==> config.mk <==
export PLATFORM = sky130hd
export DESIGN_NAME = trace_cmd_ctrl_flat
export DESIGN_NICKNAME = d
export VERILOG_FILES = /design/src/rtl/trace_cmd_pkg.sv /design/src/rtl/trace_cmd_ctrl_if.sv /design/src/rtl/trace_cmd_ctrl_cmd_timer.sv /design/src/rtl/trace_cmd_ctrl.sv /design/src/flat_wrapper.sv
export SDC_FILE = /design/constraint.sdc
export NUM_CORES = 1
export LEC_CHECK = 0
export ABC_AREA = 1
export BUFFER_PORTS_ARGS = -buffer_cell sky130_fd_sc_hd__buf_2
export CAP_MARGIN = 0
export CELL_PAD_IN_SITES_DETAIL_PLACEMENT = 1
export CELL_PAD_IN_SITES_GLOBAL_PLACEMENT = 2
export CORE_MARGIN = 3
export CORE_UTILIZATION = 31
export DETAILED_ROUTE_END_ITERATION = 10
export GPL_TIMING_DRIVEN = 0
export PLACE_DENSITY_LB_ADDON = 0.1
export SLEW_MARGIN = 0
export SYNTH_ARGS = -nofsm -noshare
export SYNTH_HDL_FRONTEND = slang
export SYNTH_SLANG_ARGS = --single-unit
==> constraint.sdc <==
create_clock -name clk -period 1.7 [get_ports clk]
set_input_delay 0.255 -clock clk [delete_from_list [all_inputs] [get_ports clk]]
set_output_delay 0.255 -clock clk [all_outputs]
set_load 0.005 [all_outputs]
==> src/rtl/trace_cmd_pkg.sv <==
// trace_cmd_pkg: shared constants and types for the trace host command sequencer.
//   - framing bytes (SYNC, ACK, NAK)
//   - opcodes
//   - trace width encodings
//   - FSM state enum
//   - widthArgOk(): legal SET_WIDTH argument check
package trace_cmd_pkg;

    localparam logic [7:0] SYNC_BYTE = 8'hA5;
    localparam logic [7:0] ACK_BYTE  = 8'h06;
    localparam logic [7:0] NAK_BYTE  = 8'h15;

    localparam logic [7:0] OP_SET_WIDTH   = 8'h01;
    localparam logic [7:0] OP_ENABLE      = 8'h02;
    localparam logic [7:0] OP_CLEAR_STATS = 8'h03;
    localparam logic [7:0] OP_FLUSH       = 8'h04;

    localparam logic [1:0] WIDTH_1 = 2'b01;
    localparam logic [1:0] WIDTH_2 = 2'b10;
    localparam logic [1:0] WIDTH_4 = 2'b11;

    typedef enum logic [2:0] {
        ST_IDLE,
        ST_OPC,
        ST_ARG,
        ST_CHK,
        ST_EXEC,
        ST_QUIESCE,
        ST_FLUSH,
        ST_RESP
    } state_t;

    // Only the three defined width codes are legal; any upper bit set is a bad argument.
    function automatic logic widthArgOk(input logic [7:0] a);
        return (a[7:2] == 6'd0) && (a[1:0] != 2'b00);
    endfunction

endpackage

==> src/rtl/trace_cmd_ctrl_if.sv <==
// trace_cmd_ctrl_if: host transport byte channel.
//   RxedEvent/DataIn : received byte strobe + data (transport -> controller)
//   RspData/RspValid : response byte (controller -> transport)
//   RspReady         : transport accepts the response byte
// master = transport side, slave = command controller side.
interface trace_cmd_ctrl_if;
    logic       RxedEvent;
    logic [7:0] DataIn;
    logic [7:0] RspData;
    logic       RspValid;
    logic       RspReady;

    modport master (
        output RxedEvent, DataIn, RspReady,
        input  RspData, RspValid
    );

    modport slave (
        input  RxedEvent, DataIn, RspReady,
        output RspData, RspValid
    );
endinterface

==> src/rtl/trace_cmd_ctrl_cmd_timer.sv <==
// cmd_timer: loadable down-counter that stops at zero.
//   clk, rst   : clock, async active-low reset
//   load       : load loadVal (wins over counting)
//   loadVal    : reload value
//   cnt        : current count
//   expired    : cnt == 0
// Loading L on edge e makes expired visible to the FSM on edge e+L+1.
module cmd_timer #(
    parameter int W = 8
) (
    input  logic         clk,
    input  logic         rst,
    input  logic         load,
    input  logic [W-1:0] loadVal,
    output logic [W-1:0] cnt,
    output logic         expired
);
    always_ff @(posedge clk or negedge rst) begin
        if (!rst)                cnt <= '0;
        else if (load)           cnt <= loadVal;
        else if (cnt != '0)      cnt <= cnt - W'(1);
    end

    assign expired = (cnt == '0);
endmodule

==> src/rtl/trace_cmd_ctrl.sv <==
// trace_cmd_ctrl: host command sequencer for the trace capture path.
// Parses SYNC/OPC/ARG/CHK frames and drives the trace front end configuration,
// answering each frame with ACK or NAK.
//   clk, rst  : clock, async active-low reset
//   host      : byte channel (receive strobe/data, response handshake)
//   Width     : trace port width code (reset 11)
//   TraceEn   : capture enable
//   StatsClr  : one-cycle statistics clear pulse
//   FlushReq  : frame-buffer flush request (level), FlushAck completes it
//   Busy      : FSM not in IDLE
//   ErrCnt    : saturating protocol error count
module trace_cmd_ctrl
    import trace_cmd_pkg::*;
#(
    parameter int TIMEOUT      = 1_920_000,
    parameter int QUIET_CYCLES = 16
) (
    input  logic                   clk,
    input  logic                   rst,
    trace_cmd_ctrl_if.slave        host,
    output logic [1:0]             Width,
    output logic                   TraceEn,
    output logic                   StatsClr,
    output logic                   FlushReq,
    input  logic                   FlushAck,
    output logic                   Busy,
    output logic [7:0]             ErrCnt
);
    localparam int TW = $clog2(TIMEOUT);

    state_t        state, stateNext;
    logic [7:0]    opcReg, opcNext, argReg, argNext;
    logic          savedEn, savedEnNext;
    logic [1:0]    widthNext;
    logic          traceEnNext, statsClrNext, flushReqNext;
    logic [7:0]    rspData, rspDataNext;
    logic          rspValid, rspValidNext;
    logic          errInc, sendRsp;
    logic [7:0]    rspByte;
    logic          tmrLoad, tmrExp;
    logic [TW-1:0] tmrVal, tmrCnt;
    logic          widthOk, widthChange, applyWidth;

    assign host.RspData  = rspData;
    assign host.RspValid = rspValid;

    assign widthOk     = widthArgOk(argReg);
    assign widthChange = widthOk && (argReg[1:0] != Width);

    // One timer serves inter-byte timeout, QUIESCE count and flush timeout.
    cmd_timer #(.W(TW)) uTimer (
        .clk     (clk),
        .rst     (rst),
        .load    (tmrLoad),
        .loadVal (tmrVal),
        .cnt     (tmrCnt),
        .expired (tmrExp)
    );

    always_comb begin
        stateNext    = state;
        opcNext      = opcReg;
        argNext      = argReg;
        savedEnNext  = savedEn;
        widthNext    = Width;
        traceEnNext  = TraceEn;
        statsClrNext = 1'b0;
        flushReqNext = FlushReq;
        rspValidNext = rspValid;
        rspDataNext  = rspData;
        errInc       = 1'b0;
        sendRsp      = 1'b0;
        rspByte      = ACK_BYTE;
        tmrLoad      = 1'b0;
        tmrVal       = TW'(TIMEOUT - 1);
        applyWidth   = 1'b0;

        case (state)
            ST_IDLE: begin
                if (host.RxedEvent && host.DataIn == SYNC_BYTE) begin
                    stateNext = ST_OPC;
                    tmrLoad   = 1'b1;
                end
            end
            // A byte on the expiry edge takes priority over the timeout.
            ST_OPC: begin
                if (host.RxedEvent) begin
                    opcNext   = host.DataIn;
                    stateNext = ST_ARG;
                    tmrLoad   = 1'b1;
                end else if (tmrExp) begin
                    stateNext = ST_IDLE;
                    errInc    = 1'b1;
                end
            end
            ST_ARG: begin
                if (host.RxedEvent) begin
                    argNext   = host.DataIn;
                    stateNext = ST_CHK;
                    tmrLoad   = 1'b1;
                end else if (tmrExp) begin
                    stateNext = ST_IDLE;
                    errInc    = 1'b1;
                end
            end
            // Immediate side effects are applied on the CHK edge so they are
            // visible in the EXEC cycle; EXEC then produces the response.
            ST_CHK: begin
                if (host.RxedEvent) begin
                    if (host.DataIn == (opcReg ^ argReg)) begin
                        stateNext = ST_EXEC;
                        case (opcReg)
                            OP_ENABLE:      traceEnNext  = argReg[0];
                            OP_CLEAR_STATS: statsClrNext = 1'b1;
                            OP_SET_WIDTH: begin
                                if (widthChange) begin
                                    savedEnNext = TraceEn;
                                    traceEnNext = 1'b0;
                                end
                            end
                            default: ;
                        endcase
                    end else begin
                        sendRsp = 1'b1;
                        rspByte = NAK_BYTE;
                        errInc  = 1'b1;
                    end
                end else if (tmrExp) begin
                    stateNext = ST_IDLE;
                    errInc    = 1'b1;
                end
            end
            ST_EXEC: begin
                if (host.RxedEvent) errInc = 1'b1;
                case (opcReg)
                    OP_SET_WIDTH: begin
                        if (!widthOk) begin
                            sendRsp = 1'b1;
                            rspByte = NAK_BYTE;
                            errInc  = 1'b1;
                        end else if (!widthChange) begin
                            sendRsp = 1'b1;
                        end else begin
                            // Width lands on the QUIET_CYCLES-th edge after CHK;
                            // with a single quiet cycle that is this edge.
                            stateNext  = ST_QUIESCE;
                            tmrLoad    = 1'b1;
                            tmrVal     = TW'(QUIET_CYCLES - 1);
                            applyWidth = (QUIET_CYCLES == 1);
                        end
                    end
                    OP_ENABLE, OP_CLEAR_STATS: sendRsp = 1'b1;
                    OP_FLUSH: begin
                        flushReqNext = 1'b1;
                        stateNext    = ST_FLUSH;
                        tmrLoad      = 1'b1;
                    end
                    default: begin
                        sendRsp = 1'b1;
                        rspByte = NAK_BYTE;
                        errInc  = 1'b1;
                    end
                endcase
            end
            // Apply at count 1, acknowledge one edge later at count 0.
            ST_QUIESCE: begin
                if (host.RxedEvent) errInc = 1'b1;
                if (tmrCnt == TW'(1)) applyWidth = 1'b1;
                if (tmrExp) sendRsp = 1'b1;
            end
            ST_FLUSH: begin
                if (host.RxedEvent) errInc = 1'b1;
                if (FlushAck) begin
                    flushReqNext = 1'b0;
                    sendRsp      = 1'b1;
                end else if (tmrExp) begin
                    flushReqNext = 1'b0;
                    sendRsp      = 1'b1;
                    rspByte      = NAK_BYTE;
                    errInc       = 1'b1;
                end
            end
            ST_RESP: begin
                if (host.RxedEvent) errInc = 1'b1;
                if (rspValid && host.RspReady) begin
                    rspValidNext = 1'b0;
                    stateNext    = ST_IDLE;
                end
            end
            default: stateNext = ST_IDLE;
        endcase

        if (applyWidth) begin
            widthNext   = argReg[1:0];
            traceEnNext = savedEn;
        end

        if (sendRsp) begin
            stateNext    = ST_RESP;
            rspValidNext = 1'b1;
            rspDataNext  = rspByte;
        end
    end

    always_ff @(posedge clk or negedge rst) begin
        if (!rst) begin
            state    <= ST_IDLE;
            opcReg   <= 8'h00;
            argReg   <= 8'h00;
            savedEn  <= 1'b0;
            Width    <= WIDTH_4;
            TraceEn  <= 1'b0;
            StatsClr <= 1'b0;
            FlushReq <= 1'b0;
            rspValid <= 1'b0;
            rspData  <= 8'h00;
            Busy     <= 1'b0;
            ErrCnt   <= 8'h00;
        end else begin
            state    <= stateNext;
            opcReg   <= opcNext;
            argReg   <= argNext;
            savedEn  <= savedEnNext;
            Width    <= widthNext;
            TraceEn  <= traceEnNext;
            StatsClr <= statsClrNext;
            FlushReq <= flushReqNext;
            rspValid <= rspValidNext;
            rspData  <= rspDataNext;
            Busy     <= (stateNext != ST_IDLE);
            if (errInc && ErrCnt != 8'hFF) ErrCnt <= ErrCnt + 8'd1;
        end
    end
endmodule

==> src/flat_wrapper.sv <==
// flat-port wrapper written by rule: the top's interface ports become plain ports
module trace_cmd_ctrl_flat import trace_cmd_pkg::*;
#(
    parameter int TIMEOUT      = 1_920_000,
    parameter int QUIET_CYCLES = 16
)
  (clk, rst, Width, TraceEn, StatsClr, FlushReq, FlushAck, Busy, ErrCnt, host_RxedEvent, host_DataIn, host_RspReady, host_RspData, host_RspValid);
  trace_cmd_ctrl_if host_i ();
  input  logic clk;
  input  logic rst;
  output logic [1:0] Width;
  output logic TraceEn;
  output logic StatsClr;
  output logic FlushReq;
  input  logic FlushAck;
  output logic Busy;
  output logic [7:0] ErrCnt;
  input wire logic [$bits(host_i.RxedEvent)-1:0] host_RxedEvent;
  input wire logic [$bits(host_i.DataIn)-1:0] host_DataIn;
  input wire logic [$bits(host_i.RspReady)-1:0] host_RspReady;
  output wire logic [$bits(host_i.RspData)-1:0] host_RspData;
  output wire logic [$bits(host_i.RspValid)-1:0] host_RspValid;
  assign host_i.RxedEvent = host_RxedEvent;
  assign host_i.DataIn = host_DataIn;
  assign host_i.RspReady = host_RspReady;
  assign host_RspData = host_i.RspData;
  assign host_RspValid = host_i.RspValid;
  trace_cmd_ctrl #(.TIMEOUT(TIMEOUT), .QUIET_CYCLES(QUIET_CYCLES)) u_core (.clk(clk), .rst(rst), .host(host_i), .Width(Width), .TraceEn(TraceEn), .StatsClr(StatsClr), .FlushReq(FlushReq), .FlushAck(FlushAck), .Busy(Busy), .ErrCnt(ErrCnt));
endmodule
Word-level counts from Yosys, hierarchy flattened. Cells that the tools add are included. W data, S select, Z words.

Logic and storage cells: 128. Input bits: 13. Bits in read-only memories: 0. Bits in registers: 64. Memories: 0. RAM bits: 0. Latch bits: 0. Output and inout bits: 23.

Div/mod/pow operators: 0. Add/subtract/negate cells: 2. Order comparisons: 0. Bitwise gates (word level): 1. Multiplexer cells: 65. Eq/ne operators: 19. Shift-type cells: 0. Reduce and logical (&&, ||, !) cells: 28. Multipliers: 0.

Operators by type and width (number): $mux W21 (6); $mux W1 (32); $mux W3 (10); $pmux W8 S3 (1); $eq A21 B1 Y1 const B (1); $logic_not A21 Y1 (1); $reduce_bool A21 Y1 (1); $sub A21 B1 Y21 const B (1); $pmux W3 S6 (1); $eq A8 B2 Y1 const B (2); $mux W8 (2); $pmux W8 S2 (1); $reduce_bool A2 Y1 (8); $mux W5 (3); $eq A3 B3 Y1 const B (4); $pmux W1 S2 (5); $reduce_and A5 Y1 (2); $add A8 B1 Y8 const B (1); $eq A8 B1 Y1 const B (1); $eq A8 B3 Y1 const B (1); $eq A8 B8 Y1 (1); $eq A8 B8 Y1 const B (1); $ne A8 B8 Y1 const B (1); $xor A8 B8 Y8 (1); 18 further kinds (27).

Longest topological paths before layout. Gate-level depths: netlist (run 1).

Depth after elaboration: 9. Depth in mapped cells: 13. Gate-level depth less buffers: 13.

By module. Synthesis (run 1) repeated with hierarchy kept, for this count alone.

Cells, all modules: 587. Area, all modules: 4002.6 um^2.

Modules (own cells, without submodules): trace_cmd_ctrl (area an instance 2484.9 um^2, sequential area each 953.4 um^2, cells each 364, times used 1); cmd_timer (area an instance 1517.7 um^2, sequential area each 525.5 um^2, cells each 223, times used 1).

Least setup slack after synthesis (run 1). Ideal clock, no wire load.

Kind: register to register. Start: reg u_core.uTimer.cnt[0]. End: reg u_core.ErrCnt[6]. Setup time: 0.117 ns. Arrival time: 1.600 ns. Path buffers: 0. Period minus slack after synthesis: 1.718 ns. Stages on the path, launching flop included: 14. Setup slack: -0.018 ns. Path through: dfrtp_1 -> inv_1 -> ha_1 -> nand2_2 -> nor2_2 -> nand2_1 -> nor2_4 -> nand2_1 -> nand2_1 -> nand2_2 -> nand3_4 -> nand2_4 -> nand2_1 -> nand2_1.

Word-level cells in the longest chain between the ends: 5. Elaborated cells on any way between the ends: 8.

Ends and longest elaborated chain: start: declaration (RTL line trace_cmd_ctrl_cmd_timer.sv:15) `output logic [W-1:0] cnt,`; start signal: assignment (RTL line trace_cmd_ctrl_cmd_timer.sv:20) `else if (load) cnt <= loadVal;`; start signal: assignment (RTL line trace_cmd_ctrl_cmd_timer.sv:21) `else if (cnt != '0) cnt <= cnt - W'(1);`; $logic_not A21 Y1 * (RTL line trace_cmd_ctrl_cmd_timer.sv:24) `assign expired = (cnt == '0);`; $mux W1, on equally long branches; $mux W1, on equally long branches (RTL line trace_cmd_ctrl.sv:173, trace_cmd_ctrl.sv:97, trace_cmd_ctrl.sv:109); $pmux W1 S5 * (RTL line trace_cmd_ctrl.sv:78) `case (state)`; $logic_and A1 B1 Y1 * (RTL line trace_cmd_ctrl.sv:231) `if (errInc && ErrCnt != 8'hFF) ErrCnt <= ErrCnt + 8'd1;`; end signal: assignment (RTL line trace_cmd_ctrl.sv:231); end: declaration (RTL line trace_cmd_ctrl.sv:27) `output logic [7:0] ErrCnt`.

Every way passes the cells marked *; elsewhere a longest branch is shown, timed or not. A chain may end at the register's enable or synchronous reset.

Worst setup path in the final report (run 1).
Start: reg u_core.uTimer.cnt[17]. End: reg u_core.Busy.

Word-level cells in the longest chain between the ends: 6. Elaborated cells on any way between the ends: 11.

Ends and longest elaborated chain: $logic_not A21 Y1 * (RTL line trace_cmd_ctrl_cmd_timer.sv:24); $mux W3 / $mux W1 (equally long branches); $mux W3, or another cell as far along (RTL line trace_cmd_ctrl.sv:109) `if (host.RxedEvent) begin`; $pmux W3 S6 / $pmux W1 S4 (equally long branches) (RTL line trace_cmd_ctrl.sv:78); $mux W3 * (RTL line trace_cmd_ctrl.sv:198) `if (sendRsp) begin`; $reduce_bool A3 Y1 * (RTL line trace_cmd_ctrl.sv:230) `Busy <= (stateNext != ST_IDLE);`; end signal: assignment (RTL line trace_cmd_ctrl.sv:230); end: declaration (RTL line trace_cmd_ctrl.sv:26) `output logic Busy,`.

Marked as above.

==> results by group, run 1 <==
Status
  – Outcome: complete, but fails checks
  – Failing checks: setup timing

Synth
  – Mapped Area: between 3000 and 4000 um^2
  – Post-synthesis mux area share: 0
  – Yosys cell types: 36
  – Warning count from the yosys run: 0
  – Synthesized-area fraction occupied by adder cells: 0.0103
  – Post-synthesis xor/xnor area fraction: 0.0575
  – Prevailing post-synth register cell: dfrtp_1
  – Most frequent cell after synthesis: nand2_1
  – Combinational family with the most area after synthesis: simple AND/OR/NAND/NOR gates
  – Synth async-reset ratio: 1.00
  – Area leader, netlist: dfrtp_1
  – Synth Area per Inst: about 7.5 um^2
  – Seq cells post-synth: 59
  – Simple-gate share of the synthesized area: 0.387
  – Top cells by count, synth: nand2_1, dfrtp_1, nor2_1
  – Top post-synthesis cells by area: dfrtp_1, nand2_1, nor2_1
  – Post-synth top area share: 0.390
  – EDFF count, synth: 0
  – Compound-Gate Fraction of Synth Area: 0.0654
  – Synth Instances: 485
  – Register area share after synthesis: 0.405

Clocking
  – Clock slew at reported path FFs: 0.06 ns
  – Skew-Pair Late Insertion Delay: 0.34 ns
  – H-tree levels: 3
  – CTS tree: done
  – Clock Path Buffers: 2
  – Root buffer cell: clkbuf_16
  – CTS buffer count: 9
  – Clock sink count: 59
  – CTS hold repair buffers: 0

Flow run
  – Max-Cap Viols: 0

Routing
  – Pre-antenna DRT Iters: 4
  – Avg WL per Cell: roughly 16 um
  – Final WL: 11800 um
  – Vias: 3564
  – Antenna Nets Post-Route: 0
  – Via-to-Cell Ratio: ~4.8
  – Initial DRC count: 136
  – Post-route DRC: 0

Power and ir drop
  – Static Leak: ~2.6 nW
  – Internal Power: 0.00495 W
  – Clock power frac: 0.252
  – Combinational share of power: 0.461
  – Sw Share: 0.406
  – Net switching power: 0.00338 W
  – Worst IR drop on VDD: 906 uV
  – Pwr/cell area: 1530 nW/um^2
  – Sequential share of power: 0.286

Global route
  – GRT overflow: 0
  – Vias in the first global route: 3676
  – GRT Util Overall: 0.182
  – First-pass GRT wire length: 18500 um
  – Initial antenna violation count: 0
  – Largest net degree at the start of global routing: 60

Layout
  – Layout cells sized above 1: 0.458
  – Fin area: 5430 um^2
  – Final nets: 613
  – Post-Route Utilization: 0.474
  – Synth-to-layout area growth: 48.5%
  – Finished Layout Cells: 744
  – Diodes inserted: 0

Setup path
  – Cells on worst reg2reg path: 11
  – CP Launch Type: register
  – CP Data Required Time: 1.92 ns
  – Critical Path Stages: 11
  – Top cell by count, worst path: nor2_4
  – Critical path type: register to register
  – CP bufs+invs: 1
  – Sequence of cells on the critical path: nor2_2 -> nand2_2 -> nor2_4 -> nand2_4 -> nor2_4 -> buf_4 -> a21oi_2 -> nand2_2 -> nand2_4 -> nor2_4 -> nand3_2
  – CP Capture Type: register
  – CP arrival: between 2 and 2.5 ns
  – Largest driver fanout on the critical path: 4
  – Critical Path Max Stage Delay: 0.42 ns
  – Worst path slowest cell: dfrtp_1
  – Top Family by Delay on Critical Path: simple AND/OR/NAND/NOR gates

Place
  – Setup slack at placement: -0.349 ns
  – DP HPWL: roughly 7700 um
  – Placed cells: 661
  – Post-DP Area: ~4000 um^2
  – GPL Wtd Cong: 0.752
  – Port Buffers: 30

Worst hold path
  – HP Class: input port to asynchronous set/reset pin

STA
  – Worst clock skew: 0.00875 ns
  – Setup TNS: -1.41 ns
  – Final number of max-transition violations: 0
  – Max Clk Rate: roughly 550 MHz
  – Final-report hold violation count: 0
  – Fin crit share: 1.07
  – Worst-margin pin slew: 0.801 ns
  – Tmin final: 1.82 ns
  – Setup violators final: 17
  – Worst slew margin: 0.466
  – RSZ-0062 raised after global routing: true
  – Setup WS post-layout: -0.121 ns

Floorplanning
  – Initial core utilization: 0.319
  – DIE HEIGHT: 115 um
  – DIE AREA: between 10000 and 15000 um^2
  – Row count: 39
  – Core ar.: between 10000 and 15000 um^2
  – IO Count: 36
  – Die Width: 115 um
## metal layers
metal | wire [um] | vias up | global-route usage
li1 | - | 1766 | -
met1 | 5600 | 1740 | 0.249
met2 | 5750 | 40 | 0.283
met3 | 268 | 18 | 0.0312
met4 | 237 | 0 | 0.0736
met5 | 0 | - | 0
## power groups by stage
stage / clock network, W / logic, W / registers [W]
global placement: 0 / 0.00238 / 0.00232
finish: 0.00210 / 0.00384 / 0.00239
global route: 0.00221 / 0.00429 / 0.00245
detailed placement: 0 / 0.00248 / 0.00234
floorplan: 0 / 0.00179 / 0.00224
CTS: 0.00214 / 0.00312 / 0.00235
## placed cells by master, fill, tap and decap left out, types with 12 or more instances in the layout
cell and n:
inv_2 24, buf_2 29, nor2_1 31, nand2_1 106, o21ai_0 20, buf_4 63, dfrtp_1 50, inv_1 31
nand2_2 34, xor2_1 13, nor2_2 12, nor2_4 23, nand3_1 30
## timing repair
item / in CTS / in global routing
gates resized for setup: 64 / 94
pin swaps: 28 / 42
cloned: 1 / 0
setup endpoints to repair: 50 / 42
buffers inserted: 36 / 32
endpoints found under the hold margin: 0 / 0
## sequential cells by signal, indices dropped and copies added (netlist names)
signal,cells
u_core.uTimer.cnt,21
u_core.ErrCnt,8
u_core.argReg,8
u_core.opcReg,8
u_core.host.RspData,3
u_core.state,3
u_core.Width,2
u_core.Busy,1
u_core.FlushReq,1
u_core.StatsClr,1
u_core.TraceEn,1
u_core.host.RspValid,1
u_core.savedEn,1
## through the flow
stage                     total power (W)  hold WS (ns)
after floorplan                   0.00403       -0.0406
after global placement            0.00470         0.450
after detailed placement          0.00482         0.416
after CTS                         0.00761        0.0454
after global routing              0.00894        0.0805
final                             0.00833       0.00804
## kinds of logic after synthesis
group	count (synthesis)
AO/OA/AOI/OAI	44
other	1
AND/OR/NAND/NOR	288
XOR/XNOR	24
buffers and inverters	66
flip-flops	59
adder cells (fa/ha/maj)	3
## worst paths after layout
kind	to	startpoint	slack [ns]
max	u_core.Busy	u_core.uTimer.cnt[17]	-0.12
min	u_core.argReg[2]	rst	0.008
max reg2reg	u_core.Busy	u_core.uTimer.cnt[17]	-0.12
min reg2reg	u_core.host.RspData[2]	u_core.host.RspData[2]	0.46
max in group asynchronous	u_core.state[2]	rst	1.12
min in group clk	u_core.opcReg[3]	host_DataIn[3]	0.16
## layout make-up
type,instances,area [um^2]
Sequential cell,59,1490
Buffer,8,53.8
Fill cell,1378,6040
Timing Repair Buffer,97,723
Multi-Input combinational cell,364,2430
Clock buffer,9,225
Tap cell,143,179
Inverter,58,226
Clock inverter,6,105
No activity file was read; power rests on OpenSTA's default activity.
==> run 2, diff against run 1 <==
Settings changed: HOLD_SLACK_MARGIN set to 0.02, RECOVER_POWER set to 25.
Clock period 1.7 ns to 1.5 ns, I/O delays scaled along.
==> run 2 against run 1 <==
Compared with the run above: register-to-register slack got worse by 0.27 ns; clock power fell by 4%; worst hold slack improved by 0.13 ns; critical path depth fell by 3; combinational power rose by 21%; core utilization rose by 2.9 points; the flow still finishes with violations (setup timing); wire length rose by 9.5%; setup slack got worse by 0.27 ns; sequential power rose by 14%; cell count rose by 4.7%; flip-flop and latch count did not move; die area did not move; highest routed layer unchanged.
==> results by group, run 2 (synthesized netlist as in run 1, its figures left out) <==
Status
  – Outcome: complete, but fails checks (unchanged)
  – Failing checks: setup timing (unchanged)

Routing
  – Antenna Nets Post-Route: 0 (unchanged)
  – Pre-antenna DRT Iters: 4 (unchanged)
  – Vias: 3754 (was 3564)
  – Initial DRC count: 155 (was 136)
  – Via-to-Cell Ratio: 4.82 (was 4.79)
  – Avg WL per Cell: 16.7 um (was 15.9 um)
  – Final WL: 13000 um (was 11800 um)
  – Post-route DRC: 0 (unchanged)

Global route
  – GRT Util Overall: 0.195 (was 0.182)
  – Initial antenna violation count: 0 (unchanged)
  – First-pass GRT wire length: 19900 um (was 18500 um)
  – GRT overflow: 0 (unchanged)
  – Met1 usage: 0.262 (was 0.249)
  – Largest net degree at the start of global routing: 60 (unchanged)
  – Met2 GRT Util: 0.307 (was 0.283)
  – GR peak layer: met2 (unchanged)
  – Grt met3 use: 0.0407 (was 0.0312)
  – Vias in the first global route: 3988 (was 3676)

Setup path
  – Worst r2r src: u_core.uTimer.cnt[8] (was u_core.uTimer.cnt[17])
  – CP Launch Point: u_core.uTimer.cnt[8] (was u_core.uTimer.cnt[17])
  – Cells on worst reg2reg path: 8 (was 11)
  – CP Data Required Time: 1.72 ns (was 1.92 ns)
  – CP endpoint: u_core.uTimer.cnt[14] (was u_core.Busy)
  – CP Capture Type: register (unchanged)
  – CP arrival: 2.11 ns (was 2.05 ns)
  – CP Launch Type: register (unchanged)
  – RR Endpoint: u_core.uTimer.cnt[14] (was u_core.Busy)
  – Largest driver fanout on the critical path: 2 (was 4)
  – Critical path type: register to register (unchanged)
  – Worst reg2reg setup slack: -0.39 ns (was -0.12 ns)

STA
  – Worst clock skew: 0.00919 ns (was 0.00875 ns)
  – Setup WS post-layout: -0.388 ns (was -0.121 ns)
  – Tmin final: 1.89 ns (was 1.82 ns)
  – Final-report hold violation count: 0 (unchanged)
  – Worst-margin pin slew: 0.876 ns (was 0.801 ns)
  – Fin crit share: 1.26 (was 1.07)
  – Final number of max-transition violations: 0 (unchanged)
  – Max Clk Rate: 530 MHz (was 549 MHz)
  – Worst slew margin: 0.416 (was 0.466)
  – Setup violators final: 42 (was 17)
  – Final Hold Slack: 0.136 ns (was 0.00804 ns)
  – Setup TNS: -8.38 ns (was -1.41 ns)
  – RSZ-0062 raised after global routing: true (unchanged)

Layout
  – Most frequent cells in the layout: nand2_1, buf_4, dfrtp_1, inv_1, nor2_1 (was nand2_1, buf_4, dfrtp_1, nand2_2)
  – Final nets: 647 (was 613)
  – Synth-to-layout area growth: 57.7% (was 48.5%)
  – Multi-input gate area: 2520 um^2 (was 2430 um^2)
  – Filler instances: 1335 (was 1378)
  – Max FFs per register: 21 (unchanged)
  – Layout cells sized above 1: 0.483 (was 0.458)
  – Most common cell after layout, fill and taps aside: nand2_1 (unchanged)
  – Storage cell area: 1490 um^2 (about the same)
  – Diodes inserted: 0 (unchanged)
  – Most flops, register: u_core.uTimer.cnt (unchanged)

Power and ir drop
  – Worst IR drop on VDD: 876 uV (was 906 uV)
  – Pwr/cell area: 1630 nW/um^2 (was 1530 nW/um^2)
  – Total power: 0.00939 W (was 0.00833 W)
  – Static Leak: 2.76 nW (was 2.59 nW)

Floorplanning
  – Initial core utilization: 0.319 (unchanged)
  – DIE AREA: 13100 um^2 (unchanged)
  – DIE HEIGHT: 115 um (unchanged)
  – Row count: 39 (unchanged)
  – Core ar.: 11500 um^2 (unchanged)
  – IO Count: 36 (unchanged)
  – Die Width: 115 um (unchanged)

Place
  – Port Buffers: 30 (unchanged)
  – GPL Wtd Cong: 0.756 (was 0.752)
  – DP HPWL: 7530 um (was 7700 um)
  – Setup slack at placement: -0.511 ns (was -0.349 ns)

Clocking
  – CTS tree: done (unchanged)
  – Root buffer cell: clkbuf_16 (unchanged)
  – Clock Path Buffers: 2 (unchanged)
  – Skew-Pair Late Insertion Delay: 0.34 ns (about the same)
  – Clock sink count: 59 (unchanged)
  – CTS buffer count: 9 (unchanged)
  – Clock slew at reported path FFs: 0.06 ns (about the same)
  – H-tree levels: 3 (unchanged)

Flow run
  – Max-Cap Viols: 0 (unchanged)

Worst hold path
  – HP Class: input port to register (was input port to asynchronous set/reset pin)
==> run 2: what timing repair did <==
action	4_1_cts	5_1_grt
pin swaps	48	48
endpoints found under the setup margin	58	56
gates resized for setup	111	72
setup buffers	80	27
hold endpoints to repair	11	0
gates cloned	1	0
hold buffers	1	0
==> run 2: worst max-delay path: stages (launching register included) <==
cell and delay, ns:
dfrtp_1 0.39, nor2_2 0.17, nand2_2 0.13, buf_4 0.16, buf_4 0.15, nor3_4 0.21, nand2_1 0.11, xor2_1 0.15
o31ai_1 0.29
==> run 2: area by class of cell <==
cell class                 count  area share
clock inverter                 2     0.00174
clock buffer                  14      0.0475
timing repair buffer         131       0.174
multi-input combinational    364       0.437
sequential                    59       0.258
inverter                      58      0.0412
tap                          143      0.0310
buffer                         8     0.00998
==> run 2: routing by layer <==
layer  wire length, um  up-vias
met3               336       24
li1                  -     1837
met4               308        0
met2              6430       51
met1              5900     1842
met5                 0        -
==> run 2: where the power goes <==
group	internal (W)	switching [W]
clock network	0.00125	0.000762
registers	0.00211	0.000608
logic	0.00208	0.00258
==> run 2: metrics by stage <==
stage,area (um^2),instances,util
6_report,5770,779,0.503
5_1_grt,5770,779,0.503
4_1_cts,5320,756,0.464
3_5_place_dp,4050,661,0.353
3_3_place_gp,4050,661,0.353
2_1_floorplan,3720,488,-
==> run 2: worst min-delay path by stage <==
stage,from,endpoint,slack (ns),cells after the start
finish,host_DataIn[6],u_core.opcReg[6],0.14,3
global route,host_DataIn[6],u_core.opcReg[6],0.14,3
CTS,host_DataIn[6],u_core.opcReg[6],0.13,3
detailed placement,rst,u_core.argReg[2],0.38,1
global placement,host_DataIn[6],u_core.opcReg[6],0.46,3
floorplan,rst,u_core.Busy,-0.07,0
